$ cat src/rtl/radix8_pp_reduce_pipe.sv
// radix8_pp_reduce_pipe
// Pipelined reducer for pre-aligned, sign-extended radix-8 partial products.
// NPP rows are reduced to a sum row and a carry row with 3:2 carry-save
// adders, then resolved by a ripple carry-propagate adder. All arithmetic
// is modulo 2^OUT_W.
//
// Pipeline: S0 (input regs) -> S1 (carry-save rows) -> S2 (CPA result).
// A single advance signal moves every stage at once. Bubbles are not squeezed,
// and a stalled output freezes the entire pipeline.
//
// Optional feature macro: RADIX8_PP_ACCUM_EN
//   When defined, S2 accumulates the beats of a run and emits one result
//   when the beat flagged with in_last reaches S2. When undefined, in_last is
//   ignored and every accepted beat produces one output.
//
// Ports:
//   clk        in   clock, rising edge
//   rst        in   asynchronous reset, active low
//   in_valid   in   pp_in beat valid
//   in_ready   out  beat accepted this cycle when in_valid is also high
//   pp_in      in   NPP*OUT_W; partial product k is at [k*OUT_W +: OUT_W]
//   in_last    in   last beat of an accumulation run (accumulate build only)
//   out_valid  out  out_data valid
//   out_ready  in   downstream accepts out_data
//   out_data   out  OUT_W reduced sum
module radix8_pp_reduce_pipe #(
    parameter int OUT_W = 16,
    parameter int NPP   = 3
) (
    input  logic                 clk,
    input  logic                 rst,
    input  logic                 in_valid,
    output logic                 in_ready,
    input  logic [NPP*OUT_W-1:0] pp_in,
    input  logic                 in_last,
    output logic                 out_valid,
    input  logic                 out_ready,
    output logic [OUT_W-1:0]     out_data
);

    if (NPP < 2 || NPP > 6) begin : g_bad_npp
        $error("radix8_pp_reduce_pipe: NPP must be in 2..6");
    end

    logic                 adv;

    logic                 v0_q, v0_d;
    logic [NPP*OUT_W-1:0] s0_pp_q, s0_pp_d;
    logic                 v1_q, v1_d;
    logic [OUT_W-1:0]     s1_sum_q, s1_sum_d;
    logic [OUT_W-1:0]     s1_carry_q, s1_carry_d;
    logic                 v2_q, v2_d;
    logic [OUT_W-1:0]     out_data_q, out_data_d;

    logic [OUT_W-1:0]     csa_sum, csa_carry, csa_sum_t, csa_pp;
    logic [OUT_W-1:0]     cpa_res;
    logic                 cpa_c;

`ifdef RADIX8_PP_ACCUM_EN
    logic                 s0_last_q, s0_last_d;
    logic                 s1_last_q, s1_last_d;
    logic [OUT_W-1:0]     acc_q, acc_d;
    logic                 first_q, first_d;
    logic [OUT_W-1:0]     total;
`else
    logic                 unused_in_last;
    assign unused_in_last = in_last;
`endif

    // Carry-save reduction: each added row folds into (sum, carry) with a 3:2
    // compressor; the carry row is shifted left with a zero LSB.
    always_comb begin
        csa_sum   = s0_pp_q[0 +: OUT_W];
        csa_carry = s0_pp_q[OUT_W +: OUT_W];
        csa_sum_t = '0;
        csa_pp    = '0;
        for (int k = 2; k < NPP; k++) begin
            csa_pp    = s0_pp_q[k*OUT_W +: OUT_W];
            csa_sum_t = csa_sum ^ csa_carry ^ csa_pp;
            csa_carry = ((csa_sum & csa_carry) | (csa_sum & csa_pp) |
                         (csa_carry & csa_pp)) << 1;
            csa_sum   = csa_sum_t;
        end
    end

    // Ripple carry-propagate adder; carry-out is dropped (modulo 2^OUT_W).
    always_comb begin
        cpa_res = '0;
        cpa_c   = 1'b0;
        for (int i = 0; i < OUT_W; i++) begin
            cpa_res[i] = s1_sum_q[i] ^ s1_carry_q[i] ^ cpa_c;
            cpa_c      = (s1_sum_q[i] & s1_carry_q[i]) |
                         (cpa_c & (s1_sum_q[i] ^ s1_carry_q[i]));
        end
    end

    assign adv = !v2_q | out_ready;

    always_comb begin
        v0_d       = v0_q;
        s0_pp_d    = s0_pp_q;
        v1_d       = v1_q;
        s1_sum_d   = s1_sum_q;
        s1_carry_d = s1_carry_q;
        v2_d       = v2_q;
        out_data_d = out_data_q;
`ifdef RADIX8_PP_ACCUM_EN
        s0_last_d  = s0_last_q;
        s1_last_d  = s1_last_q;
        acc_d      = acc_q;
        first_d    = first_q;
        total      = '0;
`endif
        if (adv) begin
            v0_d       = in_valid;
            s0_pp_d    = pp_in;
            v1_d       = v0_q;
            s1_sum_d   = csa_sum;
            s1_carry_d = csa_carry;
`ifdef RADIX8_PP_ACCUM_EN
            s0_last_d  = in_last;
            s1_last_d  = s0_last_q;
            v2_d       = 1'b0;
            if (v1_q) begin
                total = (first_q ? '0 : acc_q) + cpa_res;
                if (s1_last_q) begin
                    out_data_d = total;
                    v2_d       = 1'b1;
                    acc_d      = '0;
                    first_d    = 1'b1;
                end else begin
                    acc_d      = total;
                    first_d    = 1'b0;
                end
            end
`else
            v2_d       = v1_q;
            out_data_d = cpa_res;
`endif
        end
    end

    always_ff @(posedge clk or negedge rst) begin
        if (!rst) begin
            v0_q       <= 1'b0;
            s0_pp_q    <= '0;
            v1_q       <= 1'b0;
            s1_sum_q   <= '0;
            s1_carry_q <= '0;
            v2_q       <= 1'b0;
            out_data_q <= '0;
`ifdef RADIX8_PP_ACCUM_EN
            s0_last_q  <= 1'b0;
            s1_last_q  <= 1'b0;
            acc_q      <= '0;
            first_q    <= 1'b1;
`endif
        end else begin
            v0_q       <= v0_d;
            s0_pp_q    <= s0_pp_d;
            v1_q       <= v1_d;
            s1_sum_q   <= s1_sum_d;
            s1_carry_q <= s1_carry_d;
            v2_q       <= v2_d;
            out_data_q <= out_data_d;
`ifdef RADIX8_PP_ACCUM_EN
            s0_last_q  <= s0_last_d;
            s1_last_q  <= s1_last_d;
            acc_q      <= acc_d;
            first_q    <= first_d;
`endif
        end
    end

    assign in_ready  = adv;
    assign out_valid = v2_q;
    assign out_data  = out_data_q;

endmodule

$ cat config.mk
export PLATFORM = sky130hd
export DESIGN_NAME = radix8_pp_reduce_pipe
export DESIGN_NICKNAME = d
export VERILOG_FILES = /design/src/rtl/radix8_pp_reduce_pipe.sv
export SDC_FILE = /design/constraint.sdc
export NUM_CORES = 1
export LEC_CHECK = 0
export CAP_MARGIN = 30
export CORE_MARGIN = 1.5
export CORE_UTILIZATION = 40
export DETAILED_ROUTE_END_ITERATION = 10
export PLACE_DENSITY = 0.73
export SLEW_MARGIN = 20
export SYNTH_ARGS = -nofsm -noshare
export SYNTH_HDL_FRONTEND = slang
export SYNTH_SLANG_ARGS = --single-unit
$ cat constraint.sdc
create_clock -name clk -period 11.91 [get_ports clk]
set_clock_uncertainty 0.2 [all_clocks]
set_input_delay 1.7865 -clock clk [delete_from_list [all_inputs] [get_ports clk]]
set_output_delay 1.7865 -clock clk [all_outputs]
set_load 0.02 [all_outputs]
# Yosys cells after proc, flatten, opt, wreduce, memory -nomap -nowiden
# Index checks and enable logic that the tools add are counted.
[classes]
bitwise_logic = 77
n_reduce_logical = 1
[ops]
columns = ["op", "n"]
rows = [
  ["15-bit bitwise AND", 3],
  ["16-bit XOR", 2],
  ["15-bit OR", 2],
  ["1-bit XOR", 29],
  ["1-bit bitwise AND", 27],
  ["1-bit OR", 14],
  ["1-bit zero test", 1],
]
[word_totals]
regBits = 98
inputBits = 53
word_cells = 85

# Depth between registers and ports, before layout
# Gate-level depths: netlist (run 1).
[depth]
depth_word = 28
depth_mapped = 18
mapped_depth_nobuf = 18

# Worst setup path after synthesis (run 1)
# Ideal clock, no wire load.
[synth_timing]
path_kind = "register -> register"
from = "register s1_sum_q[1]"
to = "register out_data_q[15] (netlist: out_data[15])"
setup_time_ns = 0.125
arrival_time_ns = 5.812
required_time_ns = 11.585
path_slack_ns = 5.774
stages_incl_launch_ff = 19
synth_period_minus_slack_ns = 6.136
cell_sequence = "dfrtp_1 ha_1 fa_1 fa_1 fa_1 fa_1 fa_1 fa_1 fa_1 fa_1 fa_1 fa_1 inv_1 fa_1 inv_1 fa_1 fa_1 xor3_1 mux2_2"
[synth_between]
elab_chain_cells = 28
[synth_rtl]
columns = ["element", "line", "text"]
rows = [
  ["start, declared", "50", "logic [OUT_W-1:0] s1_sum_q, s1_sum_d;"],
  ["start signal, assigned", "162", "s1_sum_q <= s1_sum_d;"],
  ["1-bit bitwise AND", "92", "cpa_c = (s1_sum_q[i] & s1_carry_q[i]) |"],
  ["1-bit bitwise AND", "93", "(cpa_c & (s1_sum_q[i] ^ s1_carry_q[i]));"],
  ["1-bit OR", "92", ""],
  ["1-bit bitwise AND", "93", ""],
  ["1-bit OR", "92", ""],
  ["1-bit bitwise AND", "93", ""],
  ["1-bit OR", "92", ""],
  ["1-bit bitwise AND", "93", ""],
  ["[12 not listed]", "n/a", ""],
  ["1-bit OR", "92", ""],
  ["1-bit bitwise AND", "93", ""],
  ["1-bit OR", "92", ""],
  ["1-bit bitwise AND", "93", ""],
  ["1-bit OR", "92", ""],
  ["1-bit bitwise AND", "93", ""],
  ["1-bit OR", "92", ""],
  ["1-bit XOR", "91", "cpa_res[i] = s1_sum_q[i] ^ s1_carry_q[i] ^ cpa_c;"],
  ["end signal, assigned", "165", "out_data_q <= out_data_d;"],
  ["end, declared", "53", "logic [OUT_W-1:0] out_data_q, out_data_d;"],
]
# No other way between the ends.
# A chain may end at the register's enable or synchronous reset.

# Final worst setup path (run 1)
# Same ends and word-level chain as after synthesis.

==> results.toml, run 1 <==
[sta]
fin_tns_setup_ns = 0
finalSetupViolCount = 0
worst-slew-pin-transition_ns = 0.699
fmax_mhz = 155
slew_viol_final = 0
fin_crit_ns = 6.44
slew_headroom = 0.534
period_share = 0.541
worst_hold_slack_ns = 0.290
rsz0062_at_grt = "no"
hold_viol_final = 0

[synth]
synth_commonest_cells = "dfrtp_1, mux2_2, fa_1, buf_2, mux2_4"
ys.flop_type = "dfrtp_1"
yosys_warnings = 0
seq_area_frac_synth = 0.570
yosys-top-cells-area = "dfrtp_1, mux2_2, fa_1"
yosysMostFrequentCell = "dfrtp_1"
syn_avg_cell_area_um2 = 17.6
netlist_area_um2 = 4300
async_flop_share = 1.00
synth.top_cell.area_share = 0.570
syn_inst = 244
synth_edf_count = 0
synth_fp_nets = 326
synth_cell_types = 13
synth_largest_area_cell = "dfrtp_1"
synth_seq_cells = 98

[clocking]
tritoncts = "yes"
h-tree-depth = 3
clk_pin_slew_ns = 0.09
clk_latency_ns = 0.34
cts-hold-fix-buffers = 0
cts_resized = 0
ctsLongestPathBuffers = 2
numCtsBuffers = 9
cts_setup_buffers = 0
cts_root_buffer = "clkbuf_8"
cts_num_sinks = 98

[job]
drv_cap = 0

[routing]
drc = 0
viasPerCell = 4.74
drtIter0Drc = 33
wl_um = 6450
wire_per_inst_um = 14.2
via_count = 2156
detail-route-antenna-nets = 0
first_pass_iters = 3

[floorplan]
die_w_um = 107
die_area_um2 = 11400
ios = 71
num_rows = 37
start_util = 0.415
core-area_um2 = 10400
die_y_um = 107

[placement]
dpl.hpwl_um = 4520
place_congestion = 0.677
port_buffers = 69

[setup_path]
cp-start-kind = "register"
cp_data_required_time_ns = 11.95
crit_fanout = 2
worstSetupPathType = "reg2reg"
arrival_ns = 6.48
end_kind = "register"

[run_status]
status = "completed"

[power]
peakVddDrop_mv = 0.0801
powerDensity_nw_per_um2 = 221
p_leak_nw = 2.21
power_mw = 1.17

[hold_path]
hold_class = "reg2reg"

[cells_and_area]
fin_nets = 397
utilization = 0.509
drive_above_1_share = 0.361
n_antenna_cell = 0
area_growth_pct = 22.7
fill_cells = 906

[global_routing]
grt_max_degree = 55
grt_overflow = 0
grt_usage = 0.129
grt_pass1_vias = 2431
antenna_found_initial = 0
grt_pass1_wl_um = 11400
## registers in the layout, indices dropped and copies added, names as in the netlist
name,count
s0_pp_q,48
out_valid,1
out_data,16
v0_q,1
s1_sum_q,16
v1_q,1
s1_carry_q,15
## cells in the final DEF (no fill, tap or decap)
cell	instances
clkinv_2	1
nand2b_1	1
inv_1	4
nor3b_1	1
clkinvlp_4	3
clkbuf_8	11
clkdlybuf4s50_1	68
xor3_1	2
buf_4	3
a21oi_1	1
nand2b_4	1
dfrtp_1	98
mux2_2	89
ha_1	1
fa_1	28
mux2_4	7
## logic make-up after synthesis
| family | count (synthesis) | share of synthesized area |
|---|---|---|
| XOR/XNOR | 2 | 0.0111 |
| AND/OR/NAND/NOR | 3 | 0.00640 |
| AO/OA/AOI/OAI | 1 | 0.00116 |
| multiplexers | 96 | 0.257 |
| flip-flops | 98 | 0.570 |
| buffers and inverters | 15 | 0.0207 |
| adder cells (fa/ha/maj) | 29 | 0.133 |
## critical path: stages, from the launching register on
cell and delay, ns:
dfrtp_1 0.40, ha_1 0.21, fa_1 0.39, fa_1 0.41, fa_1 0.46, fa_1 0.39, fa_1 0.39, fa_1 0.39
fa_1 0.40, fa_1 0.40, fa_1 0.40, fa_1 0.36, inv_1 0.07, fa_1 0.17, inv_1 0.05, fa_1 0.37
fa_1 0.39, xor3_1 0.19, mux2_2 0.27
## per-stage QoR
| stage | worst slack (ns) | cell area [um^2] | instances |
|---|---|---|---|
| 4_1_cts | 5.39 | 5280 | 455 |
| 6_report | 5.47 | 5280 | 455 |
| 5_1_grt | 5.17 | 5280 | 455 |
| 3_3_place_gp | 5.47 | 5100 | 440 |
| 3_5_place_dp | 5.41 | 5100 | 440 |
| 2_1_floorplan | 5.77 | 4300 | 244 |
## per-layer routing
metal	part of all wire	vias to the layer above	track usage	wire, um
met5	0	-	0	0
met1	0.45	1122	0.169	2920
met3	0.034	10	0.0225	221
met4	0.021	0	0.0600	136
li1	-	981	-	-
met2	0.49	43	0.210	3180
## report_power, final
part	switching, mW	leakage, nW	internal (mW)
logic	0.177	0.981	0.273
registers	0.0778	1.14	0.448
clock network	0.106	0.0834	0.0859
total	0.361	2.21	0.807
## final timing paths
kind                                   from            to  slack [ns]  cells past startpoint
worst max-delay path            s1_sum_q[1]  out_data[15]        5.47                     18
worst min-delay path                   v1_q     out_valid        0.29                      1
worst max register to register  s1_sum_q[1]  out_data[15]        5.47                     18
worst min register to register         v1_q     out_valid        0.29                      1
max in group asynchronous               rst   s0_pp_q[20]        9.20                      2
min in group asynchronous               rst    s0_pp_q[9]        1.22                      1
## cell type report
cell class / count / area, um^2 / share of cell area
inverter: 4 / 15.0 / 0.00284
multi-input combinational: 131 / 1760 / 0.333
sequential: 98 / 2450 / 0.464
clock inverter: 4 / 27.5 / 0.00521
clock buffer: 11 / 151 / 0.0287
timing repair buffer: 71 / 703 / 0.133
tap: 136 / 170 / 0.0322
(Power assumes the default switching activity.)
==> inputs of run 2 (changes only) <==
PLACE_DENSITY = 0.75   (was 0.73)
clock period = 5.67 ns   (was 11.91 ns; I/O delays follow)
==> run 2 against run 1 <==
  * The run now ends with negative setup slack left
  * Combinational power increased by 120%
  * Maximum frequency rose by 12%
  * Routed wire length rose by 2.3%
  * Count of clock-buffer cells in the layout up 1
  * Flip-flop and latch count stayed put
==> results.toml, run 2 (synthesis results as in run 1) <==
[run_status]
status = "finished with violations"
violations = "negative setup slack"

[sta]
fmax_mhz = 174
fin_crit_ns = 5.74
finalSetupViolCount = 1
worst-slew-pin-transition_ns = 0.756
slew_headroom = 0.496
period_share = 1.01
fin_ws_ns = -0.0683
fin_tns_setup_ns = -0.0683
rsz0062_at_grt = "yes"
slew_viol_final = 0
hold_viol_final = 0

[clocking]
numCtsBuffers = 9
clk_latency_ns = 0.36
ctsLongestPathBuffers = 2
h-tree-depth = 3
clk_pin_slew_ns = 0.09
cts_num_sinks = 98
cts_root_buffer = "clkbuf_8"
tritoncts = "yes"
cts_setup_buffers = 0
cts-hold-fix-buffers = 0

[cells_and_area]
fin_area_um2 = 5360
final_common_cell = "dfrtp_1"
n_antenna_cell = 0
final_cell_mix = "dfrtp_1, mux2_2, clkdlybuf4s50_1, fa_1, fa_2"
final_cells = 457
drive_above_1_share = 0.405
largest_reg_flops = 48
top_register = "s0_pp_q"
area_growth_pct = 24.7
fin_nets = 398

[setup_path]
cp_cell_sequence = "ha_2 -> fa_2 -> fa_2 -> fa_2 -> fa_2 -> fa_2 -> fa_2 -> fa_2 -> fa_2 -> fa_2 -> fa_2 -> inv_2 -> fa_1 -> inv_1 -> fa_2 -> fa_2 -> xor3_1 -> mux2_4"
crit_fanout = 2
end_kind = "register"
cp_data_required_time_ns = 5.71
crit_path_top_delay_cell = "dfrtp_1"
crit_family = "adder cells"
cp-start-kind = "register"
worstSetupPathType = "reg2reg"
arrival_ns = 5.78
max_stage_delay_ns = 0.39
critPathBufInv = 2
cpMostUsedCell = "fa_2"

[power]
powerDensity_nw_per_um2 = 474
power_mw = 2.54
p_leak_nw = 2.22
peakVddDrop_mv = 0.194

[global_routing]
grt_pass1_vias = 2296
grt_usage = 0.128
grt_pass1_wl_um = 11000
grt_overflow = 0
grt_max_degree = 59
antenna_found_initial = 0

[placement]
place_congestion = 0.706
placedCellCount = 441
port_buffers = 69
dpl.hpwl_um = 4780
place_area_um2 = 5150

[job]
drv_cap = 0

[routing]
wl_um = 6600
detail-route-antenna-nets = 0
first_pass_iters = 3
via_count = 2166
drtIter0Drc = 54
drc = 0
viasPerCell = 4.74
wire_per_inst_um = 14.4

[hold_path]
hold_class = "in2async"

[floorplan]
ios = 71
die_y_um = 107
core-area_um2 = 10400
die_w_um = 107
start_util = 0.415
num_rows = 37
die_area_um2 = 11400
==> run 2: final cells by class <==
| type | instances | area (um^2) |
|---|---|---|
| clock buffers | 12 | 155 |
| well taps | 136 | 170 |
| clock inverters | 4 | 50.0 |
| inverters | 4 | 15.0 |
| multi-input cells | 131 | 1800 |
| flip-flops and latches | 98 | 2450 |
| fillers | 872 | 5010 |
| repair buffers | 72 | 723 |
==> run 2: power breakdown <==
| group | total [mW] | internal, mW | switching [mW] |
|---|---|---|---|
| logic | 0.969 | 0.595 | 0.374 |
| clock network | 0.459 | 0.228 | 0.231 |
| registers | 1.11 | 0.942 | 0.173 |
==> run 2: repair_timing <==
action | CTS | global route
pin swaps | 1 | 0
gates cloned | 0 | 0
setup endpoints to repair | 2 | 2
resized for setup | 3 | 0
==> run 2: final timing paths <==
check / from / to / slack [ns] / cells past startpoint
setup / recovery: s1_carry_q[1] / out_data[15] / -0.07 / 18
hold / removal: rst / s0_pp_q[38] / 0.14 / 1
setup reg to reg: s1_carry_q[1] / out_data[15] / -0.07 / 18
hold reg to reg: v1_q / out_valid / 0.28 / 1
max in group asynchronous: rst / s1_sum_q[1] / 4.12 / 3
min in group clk: v1_q / out_valid / 0.28 / 1
==> run 2: per-layer routing <==
metal  up-vias  routed length [um]  global-route usage
met3        10                 295              0.0395
met2        42                3320               0.213
met4         0                 110              0.0514
met1      1131                2870               0.156
met5         -                   0                   0
li1        983                   -                   -
==> run 2: metrics by stage <==
step | worst slack (ns) | hold WS, ns | util
CTS | -0.108 | 0.118 | 0.517
floorplan | 0.0182 | 0.230 | -
finish | -0.0683 | 0.136 | 0.517
global route | -0.229 | 0.130 | 0.517
detailed placement | -0.190 | 0.257 | 0.497
global placement | -0.135 | 0.242 | 0.495
==> inputs of run 3 (changes only) <==
PLACE_DENSITY = 0.65   (was 0.75)
==> run 3 against run 2 <==
  * The flow still finishes with violations (negative setup slack)
  * Flip-flop and latch count did not move
  * Sequential power barely moved
  * Critical path depth did not move
  * Global-route usage fell by 0.40 points
  * Core utilization fell by 0.37 points
  * Cell area fell by 0.72%
  * Largest power group unchanged
  * Maximum frequency fell by 1.3%
  * Sequential share of layout area rose by 0.33 points
  * Hold slack improved by 0.13 ns
  * Routed wire length fell by 4.0%
==> results.toml, run 3 (synthesis results as in run 1) <==
[clocking]
clk_pin_slew_ns = 0.10
ctsLongestPathBuffers = 2
clk_latency_ns = 0.36
tritoncts = "yes"
h-tree-depth = 3
cts_num_sinks = 98
cts_setup_buffers = 0
numCtsBuffers = 9
cts_root_buffer = "clkbuf_8"

[sta]
worst-slew-pin-transition_ns = 0.886
finalSetupViolCount = 2
hold_viol_final = 0
fin_crit_ns = 5.81
worst_hold_slack_ns = 0.270
period_share = 1.03
slew_viol_final = 0
slew_headroom = 0.409
fmax_mhz = 172
fin_ws_ns = -0.144
rsz0062_at_grt = "yes"

[floorplan]
die_y_um = 107
core-area_um2 = 10400
num_rows = 37
ios = 71
start_util = 0.415
die_w_um = 107
die_area_um2 = 11400

[run_status]
status = "finished with violations"
violations = "negative setup slack"

[placement]
dpl.hpwl_um = 4500
port_buffers = 69
dp_slack_ns = -0.191
place_congestion = 0.686
placedCellCount = 440

[global_routing]
grt_pass1_wl_um = 10900
grt_usage = 0.124
grt_pass1_vias = 2284
grt_overflow = 0
grt_max_degree = 71
antenna_found_initial = 0

[hold_path]
hold_class = "reg2reg"

[cells_and_area]
utilization = 0.513
final_cell_mix = "dfrtp_1, mux2_2, clkdlybuf4s50_1, fa_1, fa_2"
area_growth_pct = 23.8
final_cells = 456
final_common_cell = "dfrtp_1"
multi_input_area_um2 = 1800
fin_nets = 397
n_antenna_cell = 0
regArea_um2 = 2450
fill_cells = 904
top_register = "s0_pp_q"
drive_above_1_share = 0.413
largest_reg_flops = 48

[setup_path]
cp-start-kind = "register"
worstSetupPathType = "reg2reg"
crit_fanout = 2
end_kind = "register"
arrival_ns = 5.86
cp_data_required_time_ns = 5.71

[routing]
drc = 0
first_pass_iters = 3
detail-route-antenna-nets = 0
wire_per_inst_um = 13.9
drtIter0Drc = 43
wl_um = 6330
via_count = 2138
viasPerCell = 4.69

[power]
peakVddDrop_mv = 0.205
p_leak_nw = 2.21
power_mw = 2.50
powerDensity_nw_per_um2 = 469

[job]
drv_cap = 0
run 3: per-layer routing:
layer  GRT usage  share of wire
met5           0              0
met4      0.0657          0.014
met3      0.0213          0.030
met2       0.197           0.49
met1       0.164           0.46
run 3: path summary, 6_finish.rpt:
| path | depth (start not counted) | startpoint | endpoint | slack (ns) |
|---|---|---|---|---|
| worst max-delay path | 18 | s1_sum_q[1] | out_data[15] | -0.14 |
| worst min-delay path | 1 | v1_q | out_valid | 0.27 |
| worst max register to register | 18 | s1_sum_q[1] | out_data[15] | -0.14 |
| worst min register to register | 1 | v1_q | out_valid | 0.27 |
| max in group asynchronous | 2 | rst | out_data[3] | 3.93 |
| min in group asynchronous | 1 | rst | s0_pp_q[26] | 0.29 |
run 3: critical path, stage by stage (launching register included):
cell and delay (ns):
dfrtp_1 0.40, ha_2 0.20, fa_2 0.36, fa_2 0.37
fa_2 0.35, fa_2 0.35, fa_2 0.35, fa_2 0.35
fa_2 0.35, fa_2 0.34, fa_2 0.35, fa_2 0.34
inv_2 0.06, fa_2 0.18, inv_2 0.04, fa_2 0.33
fa_2 0.33, xor3_1 0.17, mux2_2 0.26
run 3: what timing repair did:
| item | CTS | global route |
|---|---|---|
| hold buffers | 0 | 0 |
| setup endpoints to repair | 2 | 2 |
| resized for setup | 5 | 0 |
run 3: report_power, final:
| part | internal, mW | switching (mW) | leakage [nW] |
|---|---|---|---|
| clock network | 0.168 | 0.253 | 0.0965 |
| registers | 0.941 | 0.168 | 1.14 |
| logic | 0.597 | 0.369 | 0.971 |
run 3: through the flow:
stage,TNS [ns],area [um^2]
2_1_floorplan,0,4330
3_3_place_gp,-0.204,5130
3_5_place_dp,-0.274,5130
4_1_cts,-0.246,5320
5_1_grt,-0.490,5320
6_report,-0.189,5320
run 3: layout make-up:
cell class              count  area share
flip-flops and latches     98       0.461
multi-input cells         131       0.338
repair buffers             71       0.132
well taps                 136      0.0320
clock buffers               9      0.0233
clock inverters             7      0.0113
inverters                   4     0.00282
